`src/rtl/coin_acceptor.sv`:
```
// Coin acceptor: sync + debounce of the coin slot sensor, coin classing,
// valid/ack hand-off of one coin value per insertion, reject and jam flags.
// Ports:
//   clk, nrst           clock, async active-low reset
//   coin_sense          raw slot sensor (high while coin present)
//   coin_type[1:0]      raw classifier code (00 nickel, 01 dime, 10 quarter)
//   coin_ack            consumer takes the presented coin
//   coin_valid          coin_value holds a coin awaiting ack
//   coin_value[VAL_W]   value of the presented coin
//   coin_reject         one-cycle pulse for an invalid coin (type 11)
//   jam                 coin stuck in the slot
module coin_acceptor #(
   parameter int VAL_W      = 8,
   parameter int DEB_CYCLES = 4,
   parameter int JAM_CYCLES = 1000,
   parameter int NICKEL     = 5,
   parameter int DIME       = 10,
   parameter int QUARTER    = 25
) (
   input  logic             clk,
   input  logic             nrst,
   input  logic             coin_sense,
   input  logic [1:0]       coin_type,
   input  logic             coin_ack,
   output logic             coin_valid,
   output logic [VAL_W-1:0] coin_value,
   output logic             coin_reject,
   output logic             jam
);

   localparam int DW = $clog2(DEB_CYCLES + 1);
   localparam int JW = $clog2(JAM_CYCLES + 1);
   localparam logic [DW-1:0] DEB_MAX = DW'(DEB_CYCLES);
   localparam logic [JW-1:0] JAM_MAX = JW'(JAM_CYCLES);

   typedef enum logic [1:0] {
      IDLE,
      DEB_IN,
      PRESENT,
      WAIT_REL
   } state_t;

   state_t state_q, state_d;

   logic sense_m_q, sense_s_q;
   logic [1:0] type_m_q, type_s_q;

   logic [DW-1:0] deb_cnt_q, deb_cnt_d, deb_inc;
   logic [JW-1:0] jam_cnt_q, jam_cnt_d;
   logic valid_q, valid_d;
   logic [VAL_W-1:0] value_q, value_d;
   logic reject_q, reject_d;
   logic jam_q, jam_d;
   logic take;
   logic jam_inc;

   always_ff @(posedge clk or negedge nrst) begin
      if (!nrst) begin
         sense_m_q <= 1'b0;
         sense_s_q <= 1'b0;
         type_m_q  <= 2'b00;
         type_s_q  <= 2'b00;
         state_q   <= IDLE;
         deb_cnt_q <= '0;
         jam_cnt_q <= '0;
         valid_q   <= 1'b0;
         value_q   <= '0;
         reject_q  <= 1'b0;
         jam_q     <= 1'b0;
      end else begin
         sense_m_q <= coin_sense;
         sense_s_q <= sense_m_q;
         type_m_q  <= coin_type;
         type_s_q  <= type_m_q;
         state_q   <= state_d;
         deb_cnt_q <= deb_cnt_d;
         jam_cnt_q <= jam_cnt_d;
         valid_q   <= valid_d;
         value_q   <= value_d;
         reject_q  <= reject_d;
         jam_q     <= jam_d;
      end
   end

   always_comb begin
      state_d   = state_q;
      deb_cnt_d = deb_cnt_q;
      jam_cnt_d = jam_cnt_q;
      valid_d   = valid_q;
      value_d   = value_q;
      reject_d  = 1'b0;
      take      = 1'b0;
      deb_inc   = deb_cnt_q + 1'b1;
      jam_inc   = sense_s_q && (jam_cnt_q != JAM_MAX);

      unique case (state_q)
         IDLE: begin
            if (sense_s_q) begin
               state_d   = DEB_IN;
               deb_cnt_d = DW'(1);
               // With a one-cycle debounce the first sample already qualifies.
               take      = (DEB_MAX == DW'(1));
            end
         end
         DEB_IN: begin
            if (!sense_s_q) begin
               state_d   = IDLE;
               deb_cnt_d = '0;
            end else begin
               deb_cnt_d = deb_inc;
               take      = (deb_inc == DEB_MAX);
            end
         end
         PRESENT: begin
            if (jam_inc) jam_cnt_d = jam_cnt_q + 1'b1;
            if (coin_ack) begin
               valid_d   = 1'b0;
               state_d   = WAIT_REL;
               deb_cnt_d = '0;
            end
         end
         WAIT_REL: begin
            if (jam_inc) jam_cnt_d = jam_cnt_q + 1'b1;
            if (sense_s_q) begin
               deb_cnt_d = '0;
            end else if (deb_inc == DEB_MAX) begin
               state_d   = IDLE;
               deb_cnt_d = '0;
               jam_cnt_d = '0;
            end else begin
               deb_cnt_d = deb_inc;
            end
         end
         default: begin
            state_d = IDLE;
         end
      endcase

      // Debounce complete: classify the latched coin type.
      if (take) begin
         deb_cnt_d = '0;
         jam_cnt_d = '0;
         unique case (type_s_q)
            2'b00: begin
               value_d = VAL_W'(NICKEL);
               valid_d = 1'b1;
               state_d = PRESENT;
            end
            2'b01: begin
               value_d = VAL_W'(DIME);
               valid_d = 1'b1;
               state_d = PRESENT;
            end
            2'b10: begin
               value_d = VAL_W'(QUARTER);
               valid_d = 1'b1;
               state_d = PRESENT;
            end
            default: begin
               reject_d = 1'b1;
               state_d  = WAIT_REL;
            end
         endcase
      end

      // Saturated count holds jam; re-entering IDLE clears the count.
      jam_d = (jam_cnt_d == JAM_MAX);
   end

   assign coin_valid  = valid_q;
   assign coin_value  = value_q;
   assign coin_reject = reject_q;
   assign jam         = jam_q;

endmodule

```
`config.mk`:
```
export PLATFORM = sky130hd
export DESIGN_NAME = coin_acceptor
export DESIGN_NICKNAME = d
export VERILOG_FILES = /design/src/rtl/coin_acceptor.sv
export SDC_FILE = /design/constraint.sdc
export NUM_CORES = 1
export LEC_CHECK = 0
export BUFFER_PORTS_ARGS = -buffer_cell sky130_fd_sc_hd__buf_4
export CORE_MARGIN = 4
export CORE_UTILIZATION = 25
export CTS_CLUSTER_SIZE = 40
export DETAILED_ROUTE_END_ITERATION = 8
export PLACE_DENSITY = 0.51
export REMOVE_ABC_BUFFERS = 1
export SLEW_MARGIN = 0
export SYNTH_ARGS = -nofsm -noshare
export SYNTH_HDL_FRONTEND = slang
export SYNTH_SLANG_ARGS = --single-unit
```
`constraint.sdc`:
```
create_clock -name clk -period 3.7 [get_ports clk]
set_input_delay 0.555 -clock clk [delete_from_list [all_inputs] [get_ports clk]]
set_output_delay 0.555 -clock clk [all_outputs]
set_load 0.1 [all_outputs]
```
==> qor.yml <==
setup_ws_ps: 1610
hold_buffers: 0
clk_pin_slew_ps: 70
coreArea_mm2: 0.00592
synth_top_area_share: 0.478
cts_resized: 0
viasPerCell: 4.26
htreeDepth: 2
ys_seq_area_frac: 0.478
cp_max_fo: 6
design_area_mm2: 0.00179
numCtsBuffers: 5
ios: 17
hold_viol_final: 0
finalPower_mw: 1.35
finalSetupViolations: 0
pwr-share-comb: 0.386
top_layer_used: "met4"
syn_to_final_growth_pct: 18.1
start_util: 0.256
async_flop_share: 1.00
cp-end-kind: "register"
drive_gt1_frac: 0.166
m1WireLength_um: 1370
cp_slowest_cell: "dfrtp_1"
yosys.area.top_type: "dfrtp_1"
seqCellArea_um2: 726
cts_tree: "yes"
rrSetupSlack_ps: 1610
die_area_mm2: 0.00738
fill_cells: 601
routed_wl_um: 2620
synth-seq-cells: 29
p_per_area_mw_per_mm2: 752
place_congestion: 0.780
timing.fmax_ghz: 0.478
clk_path_buf_depth: 2
critPathKind: "reg2reg"
intPower_mw: 0.777
root_buffer: "clkbuf_8"
clock_latency_ps: 280
hold_class: "in2async"
clockPowerShare: 0.251
wl_met2_um: 1040
placed_cell_area_mm2: 0.00167
postCtsSetupRepairBufs: 0
reg2reg_depth: 6
setup_tns_ps: 0
ir_drop_uv: 325
timing.rr.end: "coin_value[4]"
power.leakage_nw: 0.793
wl_met3_um: 152
cp.arrival_ps: 2260
finalCritPeriodShare: 0.566
slew_viol_final: 0
fp.dieH_um: 85.9
vias: 1013
grt.overflow.total: 0
grt_pass1_vias: 1013
synth_edf_count: 0
path_buf_inv: 0
grt_max_degree: 30
worstSetupStartpointType: "register"
worst_pin_slew_ps: 547
port_buffers: 13
ys.flop_type: "dfrtp_1"
period_needed_ps: 2090
power.switching_mw: 0.571
syn-instance-count: 148
slowest_delay_ps: 440
pre_cts_slack_ps: 1610
multi_input_area_um2: 713
crit_family: "simple AND/OR/NAND/NOR gates"
first_pass_iters: 4
dp.final_hpwl_um: 1880
outcome: "completed"
antenna_left: 0
switching_share: 0.423
nets: 176
rsz0062_at_grt: "no"
synth.distinct_cells: 39
synthesis.area_mm2: 0.00152
seqPwrFrac: 0.362
grt_usage: 0.0813
rows: 28
drtIter0Drc: 79
wl_per_cell_um: 11.0
relSlewSlack: 0.635
holdWs_ps: 190
worstPathRequired_ps: 3870
postSynthAreaPerCell_um2: 10.3
finalClockSkew_ps: 5.44
drcViolationCount: 0
rr_startpoint: "deb_cnt_q[0]"
antenna_cells: 0
yosysWarnings: 0
finish.utilization: 0.303
synthTopCellsByArea: "dfrtp_1 48%, ha_1 6.6%, xnor2_1 4.6%"
dieWidth_um: 85.9
antenna_found_initial: 0
drv_cap: 0
dpl.cell_count: 230
grt_pass1_wl_um: 4710
clkSinkCount: 29
instances_no_fill: 238
cp_cell_sequence: "ha_1 -> xor2_1 -> and2_1 -> nand2_1 -> nor4_4 -> mux2_2"
-- routing by layer --
layer	track usage	up-vias
li1	-	526
met1	0.108	460
met2	0.112	21
met3	0.0327	6
met4	0.0432	0
met5	0	-
-- flip-flops by register name (all words and copies together) (netlist names) --
register     flops
coin_reject      1
coin_valid       1
coin_value       5
deb_cnt_q        3
jam              1
jam_cnt_q       10
sense_m_q        1
sense_s_q        1
state_q          2
type_m_q         2
type_s_q         2
-- worst max-delay path by stage --
stage                     to    startpoint  slack [ps]  cells after the start
5_1_grt        coin_value[1]  deb_cnt_q[0]        1430                      6
4_1_cts        coin_value[4]  deb_cnt_q[0]        1600                      6
3_5_place_dp   coin_value[4]  deb_cnt_q[0]        1610                      6
6_report       coin_value[4]  deb_cnt_q[0]        1610                      6
2_1_floorplan            jam  deb_cnt_q[0]        1520                      6
3_3_place_gp             jam    state_q[1]        1630                      5
-- cell type report --
class	instances	area share
sequential	29	0.405
clock buffer	6	0.0461
multi-input combinational	103	0.398
timing repair buffer	14	0.0587
inverter	9	0.0189
tap	75	0.0524
clock inverter	2	0.0209
-- logic make-up (layout without fill, tap and decap cells) --
logic type,count (synthesis),count (layout),synth area share
XOR/XNOR,12,12,0.0692
multiplexers,7,7,0.0486
other,1,3,0.00247
AND/OR/NAND/NOR,55,55,0.198
AO/OA/AOI/OAI,18,18,0.0808
adder cells (fa/ha/maj),8,8,0.0660
buffers and inverters,18,31,0.0569
flip-flops,29,29,0.478
-- power by group through the flow --
| stage | logic, mW | registers (mW) | clock network, mW |
|---|---|---|---|
| 6_report | 0.521 | 0.488 | 0.339 |
| 5_1_grt | 0.569 | 0.501 | 0.364 |
| 4_1_cts | 0.525 | 0.486 | 0.350 |
| 3_5_place_dp | 0.523 | 0.492 | 0 |
| 3_3_place_gp | 0.523 | 0.494 | 0 |
| 2_1_floorplan | 0.234 | 0.664 | 0 |
-- Yosys cell counts (5+ instances only) --
| cell | count |
|---|---|
| a21oi_1 | 5 |
| buf_4 | 5 |
| dfrtp_1 | 29 |
| ha_1 | 8 |
| inv_1 | 9 |
| nand2_1 | 9 |
| nand3_1 | 5 |
| nor2_1 | 15 |
| xnor2_1 | 8 |
-- cell usage in the layout, fill, tap and decap left out, drive strengths merged, types with 2 or more instances in the layout --
master,n
dfrtp,29
nor2,15
buf,14
nand2,10
inv,9
xnor2,8
ha,8
clkbuf,6
nand3,5
a21oi,5
nor4,5
nor3,4
xor2,4
mux2i,4
o21ai,3
or3,3
mux2,3
conb,3
nand4,2
and2,2
nor2b,2
nor3b,2
(Power assumes the default switching activity.)
